$ cat src/rtl/bus_arbiter4_pkg.sv
// rtl/bus_arbiter4_pkg.sv - shared types, sizes and encoder helpers for bus_arbiter4
package bus_arbiter4_pkg;

    localparam int NUM_SRC = 4;
    localparam int ID_W    = 2;

    typedef enum logic [1:0] {
        IDLE  = 2'd0,
        GRANT = 2'd1,
        TURN  = 2'd2
    } arb_state_e;

    // Highest set index wins; returns 0 for an all-zero vector.
    function automatic logic [ID_W-1:0] prio_enc4(input logic [NUM_SRC-1:0] v);
        logic [ID_W-1:0] id;
        id = '0;
        for (int i = 0; i < NUM_SRC; i++) begin
            if (v[i]) begin
                id = ID_W'(i);
            end
        end
        return id;
    endfunction

    function automatic logic [NUM_SRC-1:0] onehot4(input logic [ID_W-1:0] id);
        return NUM_SRC'(1) << id;
    endfunction

endpackage

$ cat src/rtl/bus_arbiter4_rr_pick4.sv
// rtl/bus_arbiter4_rr_pick4.sv - combinational winner select, round-robin or fixed priority
module rr_pick4
    import bus_arbiter4_pkg::*;
(
    input  logic [NUM_SRC-1:0] req_i,
    input  logic [ID_W-1:0]    last_id_i,
    input  logic               rr_en_i,
    output logic [ID_W-1:0]    winner_o,
    output logic               any_o
);

    logic [ID_W-1:0] rr_id;
    logic [ID_W-1:0] idx;

    // Walk the offsets from farthest to nearest so the source right after last_id wins.
    always_comb begin
        rr_id = '0;
        idx   = '0;
        for (int k = NUM_SRC - 1; k >= 0; k--) begin
            idx = last_id_i + ID_W'(k) + ID_W'(1);
            if (req_i[idx]) begin
                rr_id = idx;
            end
        end
    end

    assign winner_o = rr_en_i ? rr_id : prio_enc4(req_i);
    assign any_o    = |req_i;

endmodule

$ cat src/rtl/bus_arbiter4.sv
// rtl/bus_arbiter4.sv - four-source tri-state bus arbiter with hold timeout and turnaround gap
module bus_arbiter4
    import bus_arbiter4_pkg::*;
#(
    parameter int unsigned MAX_HOLD = 8,
    parameter int unsigned TURN_CYC = 1,
    parameter int unsigned CNT_W    = 4
) (
    input  logic       clk,
    input  logic       rst_n,
    input  logic [3:0] req,
    input  logic       rr_en,
    output logic [3:0] gnt,
    output logic [1:0] gnt_id,
    output logic       gnt_valid,
    output logic       busy,
    output logic       preempt
);

    localparam logic [CNT_W-1:0] HOLD_MAX  = CNT_W'(MAX_HOLD);
    localparam logic [CNT_W-1:0] HOLD_LAST = (MAX_HOLD == 0) ? '0 : CNT_W'(MAX_HOLD - 1);
    localparam logic [CNT_W-1:0] TURN_LAST = (TURN_CYC == 0) ? '0 : CNT_W'(TURN_CYC - 1);
    localparam logic             HOLD_ON   = (MAX_HOLD != 0);

    arb_state_e          state_q;
    logic [NUM_SRC-1:0]  gnt_q;
    logic [ID_W-1:0]     gnt_id_q;
    logic                gnt_valid_q;
    logic                busy_q;
    logic                preempt_q;
    logic [CNT_W-1:0]    hold_cnt_q;
    logic [CNT_W-1:0]    turn_cnt_q;
    logic [ID_W-1:0]     last_id_q;

    logic [ID_W-1:0]     pick_id;
    logic                pick_any;
    logic                owner_req;
    logic                others_wait;
    logic                hold_expired;

    rr_pick4 u_pick (
        .req_i     (req),
        .last_id_i (last_id_q),
        .rr_en_i   (rr_en),
        .winner_o  (pick_id),
        .any_o     (pick_any)
    );

    assign owner_req   = req[gnt_id_q];
    assign others_wait = (req & ~gnt_q) != '0;
    // >= rather than == so a saturated counter still preempts as soon as someone else asks.
    assign hold_expired = HOLD_ON && (hold_cnt_q >= HOLD_LAST) && others_wait;

    always_ff @(posedge clk) begin
        if (!rst_n) begin
            state_q     <= IDLE;
            gnt_q       <= '0;
            gnt_id_q    <= '0;
            gnt_valid_q <= 1'b0;
            busy_q      <= 1'b0;
            preempt_q   <= 1'b0;
            hold_cnt_q  <= '0;
            turn_cnt_q  <= '0;
            last_id_q   <= ID_W'(NUM_SRC - 1);
        end else begin
            preempt_q <= 1'b0;
            case (state_q)
                IDLE: begin
                    if (pick_any) begin
                        state_q     <= GRANT;
                        gnt_q       <= onehot4(pick_id);
                        gnt_id_q    <= pick_id;
                        gnt_valid_q <= 1'b1;
                        busy_q      <= 1'b1;
                        hold_cnt_q  <= '0;
                    end
                end
                GRANT: begin
                    if (!owner_req || hold_expired) begin
                        state_q     <= TURN;
                        gnt_q       <= '0;
                        gnt_valid_q <= 1'b0;
                        turn_cnt_q  <= '0;
                        last_id_q   <= gnt_id_q;
                        preempt_q   <= owner_req;
                    end else if (hold_cnt_q != HOLD_MAX) begin
                        hold_cnt_q <= hold_cnt_q + CNT_W'(1);
                    end
                end
                TURN: begin
                    // The last gap cycle arbitrates directly so the gap is exactly TURN_CYC.
                    if (turn_cnt_q == TURN_LAST) begin
                        if (pick_any) begin
                            state_q     <= GRANT;
                            gnt_q       <= onehot4(pick_id);
                            gnt_id_q    <= pick_id;
                            gnt_valid_q <= 1'b1;
                            hold_cnt_q  <= '0;
                        end else begin
                            state_q <= IDLE;
                            busy_q  <= 1'b0;
                        end
                    end else begin
                        turn_cnt_q <= turn_cnt_q + CNT_W'(1);
                    end
                end
                default: begin
                    state_q     <= IDLE;
                    gnt_q       <= '0;
                    gnt_valid_q <= 1'b0;
                    busy_q      <= 1'b0;
                end
            endcase
        end
    end

    assign gnt       = gnt_q;
    assign gnt_id    = gnt_id_q;
    assign gnt_valid = gnt_valid_q;
    assign busy      = busy_q;
    assign preempt   = preempt_q;

endmodule
$ cat config.mk
export PLATFORM = sky130hd
export DESIGN_NAME = bus_arbiter4
export DESIGN_NICKNAME = d
export VERILOG_FILES = /design/src/rtl/bus_arbiter4_pkg.sv /design/src/rtl/bus_arbiter4_rr_pick4.sv /design/src/rtl/bus_arbiter4.sv
export SDC_FILE = /design/constraint.sdc
export NUM_CORES = 1
export LEC_CHECK = 0
export CORE_MARGIN = 1
export CORE_UTILIZATION = 48
export DETAILED_ROUTE_END_ITERATION = 8
export PLACE_DENSITY = 0.74
export SLEW_MARGIN = 10
export SYNTH_ARGS = -nofsm -noshare
export SYNTH_HDL_FRONTEND = slang
export SYNTH_SLANG_ARGS = --single-unit
$ cat constraint.sdc
create_clock -name clk -period 1.6 [get_ports clk]
set_input_delay 0.16 -clock clk [delete_from_list [all_inputs] [get_ports clk]]
set_output_delay 0.16 -clock clk [all_outputs]
set_load 0.005 [all_outputs]
==> impl_metrics.tcl <==
set metrics [dict create \
    internal_power_mw 0.925 \
    cts_tree "done" \
    clkPwrFrac_pct 19.5 \
    synth_fp_nets 142 \
    violations "negative setup slack" \
    outcome "finished, violations left" \
    fin_crit_ns 1.75 \
    async_flop_share_pct 0 \
    antenna_found_initial 0 \
    syn_inst 131 \
    wire_per_inst_um 17.8 \
    start_util_pct 52.2 \
    post-place-cells 207 \
    syn_area_per_cell_um2 8.99 \
    gr-total-overflow 0 \
    post_dp_cell_area_um2 1620 \
    cts.hold.buffers_added 0 \
    grt_use_total_pct 27.8 \
    dieArea_um2 2650 \
    p_sw_mw 0.427 \
    synth_seq_area_share_pct 35.7 \
    drc_errors 0 \
    grt_pass1_wl_um 5410 \
    drt_wl_total_um 3880 \
    final_cells 218 \
    via_per_inst 5.71 \
    synth-main-ff-cell "dfxtp_1" \
    maxCapViolations 0 \
    htreeDepth 1 \
    setup_viol 19 \
    clk-insertion-delay-late_ns 0.31 \
    rsz0062_at_grt "true" \
    core_area_um2 2250 \
    final.setup.tns_ns -1.59 \
    fmax_mhz 572 \
    layout-drive-gt1-share_pct 48.4 \
    gp_congestion 0.875 \
    p_total_mw 1.35 \
    fin_area_um2 1880 \
    synth_cell_type_count 49 \
    layout.nets 202 \
    synth_edf_count 0 \
    drtAntennaViolNets 0 \
    vias 1244 \
    multi_input_area_um2 865 \
    grt_max_degree 13 \
    maxSlewHeadroom_pct 58.7 \
    io_pins 16 \
    clock_sinks 21 \
    required_ns 1.82 \
    die_w_um 51.5 \
    power_density_nw_per_um2 717 \
    cts_inserted_buffers 3 \
    synth_area_um2 1180 \
    worst-slew-pin-transition_ns 0.614 \
    dp_hpwl_um 2280 \
    drt_iter0_drc 26 \
    cp-start-kind "flip-flop" \
    dpl_worst_slack_ns -0.411 \
    pwr-share-comb_pct 36.4 \
    area_growth_pct 60.0 \
    fillers 122 \
    cp.arrival_ns 1.97 \
    drtPass1Iterations 4 \
    synth_seq_cells 21 \
    clk_pin_slew_worst_paths_ns 0.12 \
    rrSetupSlack_ns -0.15 \
    rows 17 \
    clk_path_buf_depth 2 \
    yosysWarningCount 0 \
    drv_slew 0 \
    hold_viol_final 0 \
    worst-setup-path-type "flip-flop to flip-flop" \
    cts-root-buf "clkbuf_4" \
    seqPwrFrac_pct 44.0 \
    grt_pass1_vias 1183 \
    diodes 0 \
    endpoint_kind "flip-flop" \
    worst_hold_slack_ns 0.497 \
    io_buffers 15 \
    crit_fanout 6 \
    p_sw_share_pct 31.6 \
    leakagePower_nw 0.775 \
    fin_util_pct 83.6 \
    die_h_um 51.5 \
    hp-class "flip-flop to flip-flop" \
    clock_skew_ns 0.00778 \
    regArea_um2 432 \
    finalWorstSetupSlack_ns -0.149 \
    peakVddDrop_v 0.000873 \
    min_period_over_period_pct 109 \
]
## registers in the layout, indices dropped and copies added (netlist names)
signal      count
busy            1
gnt             4
gnt_id          2
gnt_valid       1
hold_cnt_q      4
last_id_q       2
preempt         1
state_q         2
turn_cnt_q      4
## layout make-up
class                   count  share of cell area (%)
clock buffers               3                    1.20
clock inverters             1                   0.266
inverters                   6                    1.20
multi-input cells          99                    45.9
flip-flops and latches     21                    22.9
well taps                  28                    1.86
repair buffers             60                    26.7
## cell usage after synthesis, types with 2 or more instances
cell type,number,area [um2]
nor3_1,2,10.0
nand2b_1,7,43.8
ha_1,4,50.1
dfxtp_1,21,420
nand2_1,12,45.0
nand3b_1,4,30.0
or3_1,3,18.8
a21oi_1,7,35.0
and2_1,2,12.5
mux2_2,2,22.5
o21ai_0,4,20.0
nand4_1,2,12.5
xor2_1,2,17.5
o2bb2ai_1,2,17.5
nor2_1,9,33.8
nor4_1,2,12.5
mux2i_1,6,60.1
a22o_1,3,26.3
a21boi_0,2,15.0
inv_1,5,18.8
buf_2,2,10.0
## kinds of logic after synthesis
logic type	after synthesis	synth area share, %
mux	8	7.01
simple gates	52	25.5
xor+xnor	2	1.49
compound gates	33	21.4
fa+ha+maj	4	4.25
buf+inv	11	4.68
flops	21	35.7
## power by group through the flow
stage / combinational [mW] / sequential, mW / clock, mW
floorplan: 0.176 / 0.600 / 0
global placement: 0.365 / 0.599 / 0
detailed placement: 0.379 / 0.601 / 0
CTS: 0.422 / 0.590 / 0.264
global route: 0.521 / 0.600 / 0.293
finish: 0.492 / 0.595 / 0.264
## critical path, cell delays in order, from the launching register on
cell	delay, ns
dfxtp_2	0.35
inv_2	0.07
ha_4	0.12
or3b_4	0.39
and3_4	0.21
o31a_1	0.29
a22o_1	0.23
## cells in the final DEF (no fill, tap or decap), types with 4 or more instances in the layout
cell type	n
buf_4	41
clkdlybuf4s50_1	15
dfxtp_1	14
nand2_1	10
nor2_1	8
nand2b_1	7
mux2i_1	6
dfxtp_2	6
a21oi_1	5
nand3b_1	4
buf_6	4
## layer usage
layer	vias up	global-route usage [%]	share of wire, %
met4	0	9.46	2.4
met2	30	48.3	52
li1	595	-	-
met5	-	0	0
met3	8	5.26	3.7
met1	611	34.2	42
## worst paths after layout
path	endpoint	from	cells past startpoint
setup / recovery	gnt[1]$_SDFFE_PN0P_	turn_cnt_q[1]$_SDFFE_PN0P_	6
hold / removal	busy$_SDFFE_PN0P_	busy$_SDFFE_PN0P_	2
setup reg to reg	gnt[1]$_SDFFE_PN0P_	turn_cnt_q[1]$_SDFFE_PN0P_	6
hold reg to reg	busy$_SDFFE_PN0P_	busy$_SDFFE_PN0P_	2
## timing repair
action,4_1_cts,5_1_grt
pin swaps,12,18
gates cloned,0,0
resized for setup,26,23
endpoints found under the setup margin,19,20
setup buffers,2,6
endpoints found under the hold margin,0,0
No activity file was read; power rests on OpenSTA's default activity.
